File: src/rtl/fifo_pkt_pkg.sv
// Shared types for the FIFO packet reader: FSM encoding, header field position
// and the bundle of one-cycle strobes the reader drives.
package fifo_pkt_pkg;

  typedef enum logic [2:0] {
    ST_IDLE,
    ST_FETCH,
    ST_LOAD,
    ST_SEND,
    ST_RESP,
    ST_RBWAIT
  } state_e;

  // Length field sits at the bottom of the header word.
  localparam int HDR_LEN_LSB = 0;

  // Cycles the FSM idles after a pointer move before trusting fifo_empty.
  localparam int PTR_SETTLE = 2;

  typedef struct packed {
    logic read_en;
    logic snap;
    logic rollback;
    logic reset_ptr;
    logic done;
    logic drop;
  } strobe_t;

endpackage

File: src/rtl/fifo_pkt_reader.sv
// Reads length-prefixed packets out of a FIFO one beat at a time, replays on NAK
// via the FIFO snapshot/rollback pointer controls, and drops after MAX_RETRY replays.
module fifo_pkt_reader
  import fifo_pkt_pkg::*;
#(
  parameter int WIDTH     = 32,
  parameter int LEN_W     = 8,
  parameter int MAX_RETRY = 3
) (
  input  logic             rdclk,
  input  logic             rd_rstn,
  input  logic             fifo_empty,
  input  logic [WIDTH-1:0] read_data,
  output logic             read_en,
  output logic             sanpshot_rdptr,
  output logic             rollback_rdptr,
  output logic             reset_rdptr,
  output logic [WIDTH-1:0] m_data,
  output logic             m_valid,
  output logic             m_last,
  input  logic             m_ready,
  input  logic             resp_valid,
  input  logic             resp_nak,
  input  logic             flush,
  output logic             pkt_done,
  output logic             pkt_drop
);

  localparam int RW = (MAX_RETRY > 0) ? $clog2(MAX_RETRY + 1) : 1;
  localparam logic [RW-1:0] RETRY_LIM = RW'(MAX_RETRY);
  localparam logic [1:0]    SETTLE    = 2'(PTR_SETTLE);

  state_e           state_q, state_d;
  logic [LEN_W-1:0] beat_q, beat_d;
  logic [LEN_W-1:0] len_q, len_d;
  logic [RW-1:0]    retry_q, retry_d;
  logic [1:0]       hold_q, hold_d;
  strobe_t          stb_q, stb_d;
  logic [WIDTH-1:0] m_data_d;
  logic             m_valid_d, m_last_d;
  logic [LEN_W-1:0] hdr_len;

  assign hdr_len = read_data[HDR_LEN_LSB +: LEN_W];

  // State register
  always_ff @(posedge rdclk or negedge rd_rstn) begin
    if (!rd_rstn) state_q <= ST_IDLE;
    else          state_q <= state_d;
  end

  // Next-state logic; flush overrides everything
  always_comb begin
    state_d = state_q;
    if (flush) begin
      state_d = ST_IDLE;
    end else begin
      case (state_q)
        ST_IDLE:   if (hold_q == 2'd0 && !fifo_empty) state_d = ST_LOAD;
        ST_FETCH:  if (!fifo_empty) state_d = ST_LOAD;
        ST_LOAD:   state_d = ST_SEND;
        ST_SEND:   if (m_ready) state_d = m_last ? ST_RESP : ST_FETCH;
        ST_RESP:   if (resp_valid)
                     state_d = (resp_nak && retry_q != RETRY_LIM) ? ST_RBWAIT : ST_IDLE;
        ST_RBWAIT: if (hold_q == 2'd0) state_d = ST_IDLE;
        default:   state_d = ST_IDLE;
      endcase
    end
  end

  // Output / datapath next values; everything leaves through flops
  always_comb begin
    stb_d     = '0;
    m_data_d  = m_data;
    m_valid_d = m_valid;
    m_last_d  = m_last;
    beat_d    = beat_q;
    len_d     = len_q;
    retry_d   = retry_q;
    hold_d    = (hold_q != 2'd0) ? 2'(hold_q - 2'd1) : 2'd0;
    if (flush) begin
      stb_d.reset_ptr = 1'b1;
      m_data_d        = '0;
      m_valid_d       = 1'b0;
      m_last_d        = 1'b0;
      beat_d          = '0;
      retry_d         = '0;
      hold_d          = SETTLE;
    end else begin
      case (state_q)
        ST_IDLE: if (hold_q == 2'd0 && !fifo_empty) begin
          stb_d.read_en = 1'b1;
          stb_d.snap    = 1'b1;
          beat_d        = '0;
        end
        ST_FETCH: if (!fifo_empty) stb_d.read_en = 1'b1;
        ST_LOAD: begin
          m_data_d  = read_data;
          m_valid_d = 1'b1;
          if (beat_q == '0) begin
            len_d    = hdr_len;
            m_last_d = (hdr_len == '0);
          end else begin
            m_last_d = (beat_q == len_q);
          end
        end
        ST_SEND: if (m_ready) begin
          m_valid_d = 1'b0;
          m_last_d  = 1'b0;
          beat_d    = beat_q + 1'b1;
        end
        ST_RESP: if (resp_valid) begin
          if (!resp_nak) begin
            stb_d.done = 1'b1;
            retry_d    = '0;
          end else if (retry_q != RETRY_LIM) begin
            stb_d.rollback = 1'b1;
            retry_d        = retry_q + 1'b1;
            // RBWAIT spans this count plus the cycle it reaches zero
            hold_d         = SETTLE - 2'd1;
          end else begin
            stb_d.drop = 1'b1;
            retry_d    = '0;
          end
        end
        default: ;
      endcase
    end
  end

  always_ff @(posedge rdclk or negedge rd_rstn) begin
    if (!rd_rstn) begin
      stb_q   <= '0;
      m_data  <= '0;
      m_valid <= 1'b0;
      m_last  <= 1'b0;
      beat_q  <= '0;
      len_q   <= '0;
      retry_q <= '0;
      hold_q  <= 2'd0;
    end else begin
      stb_q   <= stb_d;
      m_data  <= m_data_d;
      m_valid <= m_valid_d;
      m_last  <= m_last_d;
      beat_q  <= beat_d;
      len_q   <= len_d;
      retry_q <= retry_d;
      hold_q  <= hold_d;
    end
  end

  assign read_en        = stb_q.read_en;
  assign sanpshot_rdptr = stb_q.snap;
  assign rollback_rdptr = stb_q.rollback;
  assign reset_rdptr    = stb_q.reset_ptr;
  assign pkt_done       = stb_q.done;
  assign pkt_drop       = stb_q.drop;

endmodule

File: config.mk
export PLATFORM = sky130hd
export DESIGN_NAME = fifo_pkt_reader
export DESIGN_NICKNAME = d
export VERILOG_FILES = /design/src/rtl/fifo_pkt_pkg.sv /design/src/rtl/fifo_pkt_reader.sv
export SDC_FILE = /design/constraint.sdc
export NUM_CORES = 1
export LEC_CHECK = 0
export CORE_ASPECT_RATIO = 1.5
export CORE_MARGIN = 4
export CORE_UTILIZATION = 42
export CTS_BUF_LIST = sky130_fd_sc_hd__clkbuf_4
export DETAILED_ROUTE_END_ITERATION = 6
export HOLD_SLACK_MARGIN = 0.02
export PLACE_DENSITY = 0.82
export SETUP_SLACK_MARGIN = 0.02
export SLEW_MARGIN = 15
export SYNTH_ARGS = -nofsm -noshare
export SYNTH_HDL_FRONTEND = slang
export SYNTH_SLANG_ARGS = --single-unit
File: constraint.sdc
create_clock -name rdclk -period 2 [get_ports rdclk]
set_input_delay 0.5 -clock rdclk [delete_from_list [all_inputs] [get_ports rdclk]]
set_output_delay 0.5 -clock rdclk [all_outputs]
set_load 0.05 [all_outputs]
== Word level (Yosys, flattened, before mapping) ==
Cells that the tools add are included.

* $add $sub $neg: 3
* Multipliers: 0
* Div/mod/pow operators: 0
* Magnitude comparators: 0
* Equal/unequal tests: 12
* Shift operators: 0
* Multiplexer cells: 48
* Bitwise gates (word level): 1
* Reduce and logical (&&, ||, !) cells: 18

{| class="wikitable"
|+ Operators by type and width
! kind !! count
|-
| 2-to-1 mux 32 bit || 2
|-
| 2-to-1 mux 2 bit || 15
|-
| 2-to-1 mux 3 bit || 9
|-
| 2-to-1 mux 8 bit || 3
|-
| case mux 3 bit (6 select lines) || 1
|-
| zero test 8 bit || 2
|-
| case mux 8 bit (2 select lines) || 1
|-
| != test 3 bit (second input constant) || 5
|-
| 2-to-1 mux 1 bit || 14
|-
| adder 8 x 1 -> 8 bit (second input constant) || 1
|-
| equality test 8 bit || 1
|-
| nonzero test 2 bit || 4
|-
| equality test 3 x 2 -> 1 bit (second input constant) || 2
|-
| equality test 3 bit (second input constant) || 2
|-
| case mux 1 bit (2 select lines) || 3
|-
| AND reduction 3 bit || 2
|-
| nonzero test 3 bit || 2
|-
| AND reduction 5 bit || 1
|-
| AND reduction 2 bit || 2
|-
| equality test 3 x 1 -> 1 bit (second input constant) || 1
|-
| zero test 3 bit || 1
|-
| adder 2 x 1 -> 2 bit (second input constant) || 1
|-
| logical AND 1 bit || 2
|-
| zero test 2 bit || 1
|-
| other kinds (4) || 4
|}

* Flip-flop bits (word level): 63
* Bits in latches: 0
* RAM bits: 0
* Bits in read-only memories: 0
* Bits of input ports: 39
* Output and inout port bits: 40
* Logic and storage cells: 96
* Memories: 0

== Depth between registers and ports, before layout ==
* Word-level depth: 7
* Depth in mapped cells: 6
* Gate-level depth less buffers: 6

== Worst setup path after synthesis ==
OpenSTA, ideal clock, no wires.

* Path type: register to register
* Start: reg beat_q[0]
* End: reg len_q[0]
* Setup time: 0.125 ns
* Arrival: 1.724 ns
* Required time: 1.875 ns
* Setup slack: 0.151 ns
* Stages on the path, launching flop included: 7
* Buffers on the path: 0
* Clock period less this slack: 1.849 ns
* Cell sequence: dfrtp_1 > inv_1 > ha_1 > or4b_4 > nor4_4 > nand2_4 > mux2_4

* Cells in the longest elaborated chain, start to end: 2

{| class="wikitable"
|+ RTL lines
! item !! RTL line !! text
|-
| start: declaration || fifo_pkt_reader.sv:34 || <nowiki>logic [LEN_W-1:0] beat_q, beat_d;</nowiki>
|-
| start signal: assignment || fifo_pkt_reader.sv:145 || <nowiki>beat_q <= beat_d;</nowiki>
|-
| zero test 8 bit || fifo_pkt_reader.sv:99 || <nowiki>if (beat_q == '0) begin</nowiki>
|-
| AND reduction 3 bit (no line) || n/a ||
|-
| end signal: assignment || fifo_pkt_reader.sv:146 || <nowiki>len_q <= len_d;</nowiki>
|-
| end: declaration || fifo_pkt_reader.sv:35 || <nowiki>logic [LEN_W-1:0] len_q, len_d;</nowiki>
|}

Every way passes these cells.
A chain may end at the register's enable or synchronous reset.

== Worst setup path in the final report ==
Ends and elaborated chain as after synthesis.

==> impl_metrics.json <==
{
  "critPathKind": "reg2reg",
  "fin_skew_ps": 15.0,
  "postCtsHoldBufs": 0,
  "diodes": 0,
  "grt.overflow.total": 0,
  "maxSlewViolCount": 0,
  "numPortBuffers": 78,
  "worstPathArrival_ps": 2210,
  "top_layer_used": "met4",
  "final_common_cell": "dfrtp_1",
  "dr_wl_met3_um": 353,
  "ctsLongestPathBuffers": 2,
  "avgViaCountPerCell": 5.48,
  "synth.area.top_cells": "dfrtp_1, a22o_1, mux2_4",
  "ys_ff_latch": 63,
  "power.total_mw": 3.29,
  "post-place-ws_ps": -83.2,
  "layout_common_cells": "dfrtp_1, buf_4, clkdlybuf4s50_1, a22o_1, nor2_1",
  "wl_per_cell_um": 16.2,
  "cp_slowest_stage_delay_ps": 470,
  "cp.buffers_inverters": 1,
  "dp_hpwl_um": 4620,
  "r2r-start": "beat_q[0]",
  "grt_pass1_vias": 2261,
  "cts_buffers": 9,
  "crit_fanout": 9,
  "finalWirelength_um": 6580,
  "async_flop_share_pct": 100,
  "drv_cap": 0,
  "drtIter0Drc": 131,
  "p_leak_nw": 1.81,
  "finalHoldViolations": 0,
  "hp-class": "in2async",
  "rows": 36,
  "placedInstanceArea_mm2": 0.00369,
  "wl_met1_um": 2700,
  "core_area_mm2": 0.00653,
  "synthesis.area_mm2": 0.00282,
  "syn_to_final_growth_pct": 35.8,
  "postCtsSetupRepairBufs": 0,
  "max-slew-margin-rel_pct": 67.0,
  "slowest_stage": "or4b_4",
  "clkSinkCount": 63,
  "timing.final.crit_share_pct": 95.8,
  "fin_crit_ps": 1920,
  "cp_cell_sequence": "inv_1 > ha_1 > or4b_4 > nor4_4 > nand2_4 > mux2_4",
  "cts_tree": "built",
  "yosys_warnings": 0,
  "num_io_pins": 79,
  "htreeDepth": 3,
  "ys.flop_type": "dfrtp_1",
  "antenna_found_initial": 0,
  "start_util_pct": 43.1,
  "clkLatencyLatePin_ps": 400,
  "layout_setup_ws_ps": 83.5,
  "synth_top_cell_area_share_pct": 56.0,
  "rsz0062_at_grt": "false",
  "cp_top_family": "simple AND/OR/NAND/NOR gates",
  "critPathLaunchType": "flop",
  "grt_first_pass_wirelength_um": 10800,
  "yosysTopAreaCell": "dfrtp_1",
  "ir_drop_mv": 0.486,
  "die_area_mm2": 0.00811,
  "drtAntennaViolNets": 0,
  "fmax_mhz": 522,
  "root_buffer": "clkbuf_4",
  "dieWidth_um": 74.9,
  "final_area_mm2": 0.00382,
  "p_per_area_mw_per_mm2": 860,
  "drc": 0,
  "dr_total_vias": 2225,
  "synth-seq-area-share_pct": 56.0,
  "clk_pin_slew_worst_paths_ps": 110,
  "drive_gt1_share_pct": 24.2,
  "grt_max_degree": 64,
  "place_congestion": 0.790,
  "startpoint": "beat_q[0]",
  "yosys.cell_types.count": 46,
  "finalSetupViolCount": 0,
  "crit_path_end_kind": "flop",
  "worst_pin_slew_ps": 496,
  "finalNetCount": 368,
  "die_y_um": 108,
  "first_pass_iters": 4,
  "synthCells": 235,
  "synthesis.nets": 278,
  "critical_path_required_ps": 2290,
  "globalRouteTotalUtil_pct": 17.3,
  "dr_wl_met2_um": 3420,
  "status": "completed",
  "synth-edff-count": 0,
  "syn_area_per_cell_um2": 12.0
}
[cell usage after synthesis, types with 5 or more instances]
library cell and count:
a21oi_1 5, a22o_1 32, buf_2 5, clkbuf_1 9, dfrtp_1 63, mux2_4 8, nand2_1 12, nand2b_1 5
nor2_1 16, nor3_1 7, o21ai_0 9, xnor2_1 8
[flip-flops by register name, summed over array words and instances, names as in the netlist]
| signal | count |
|---|---|
| retry_q | 2 |
| m_valid | 1 |
| reset_rdptr | 1 |
| rollback_rdptr | 1 |
| read_en | 1 |
| len_q | 8 |
| m_last | 1 |
| sanpshot_rdptr | 1 |
| state_q | 3 |
| hold_q | 2 |
| m_data | 32 |
| pkt_done | 1 |
| beat_q | 8 |
| pkt_drop | 1 |
[final timing paths]
path                       cells past startpoint          to  slack [ps]
max                                            6    len_q[0]          80
min                                            2    len_q[7]          90
max reg2reg                                    6    len_q[0]          80
min reg2reg                                    1  m_data[20]         510
max in group asynchronous                      2  state_q[0]        1620
min in group rdclk                             1  m_data[20]         510
[cell families (layout without fill, tap and decap cells)]
logic type | after synthesis | after routing | synth area share (%)
adders and majority gates | 4 | 4 | 1.78
AOI/OAI and AO/OA | 60 | 60 | 16.3
muxes | 8 | 8 | 4.26
and+or+nand+nor | 71 | 71 | 15.5
DFF | 63 | 63 | 56.0
buffers and inverters | 19 | 114 | 3.02
xor gates and xnor gates | 10 | 10 | 3.11
[layer usage]
metal | vias to the layer above | GRT usage, %
met2 | 63 | 27.9
met4 | 0 | 6.62
met5 | - | 0
met1 | 1099 | 21.6
li1 | 1053 | -
met3 | 10 | 5.21
[power by group]
part / total, mW / internal (mW) / switching [mW]
logic: 0.869 / 0.386 / 0.484
clock network: 0.892 / 0.401 / 0.492
registers: 1.53 / 1.41 / 0.115
[worst reg2reg max path, stage by stage (launching register included)]
cell and delay [ps]:
dfrtp_1 400, inv_1 60, ha_1 140, or4b_4 470, nor4_4 230, nand2_4 180, mux2_4 330
[through the flow]
stage	TNS [ps]	instances	utilization, %	hold WS [ps]
after floorplan	0	235	-	204
after global placement	-180	390	56.5	489
after detailed placement	-708	390	56.5	492
final	0	406	58.5	94.4
after CTS	0	406	58.5	79.8
after global routing	0	406	58.5	92.4
[final cells by class]
type	count	area, um^2
fillers	537	2710
flip-flops and latches	63	1580
multi-input cells	153	1160
repair buffers	94	832
well taps	76	95.1
clock buffers	10	75.1
clock inverters	6	71.3
inverters	4	15.0
[repair_timing]
action,CTS,global route
setup endpoints to repair,9,1
resized for setup,9,1
pin swaps,0,0
Power figures use the tool's default switching activity.
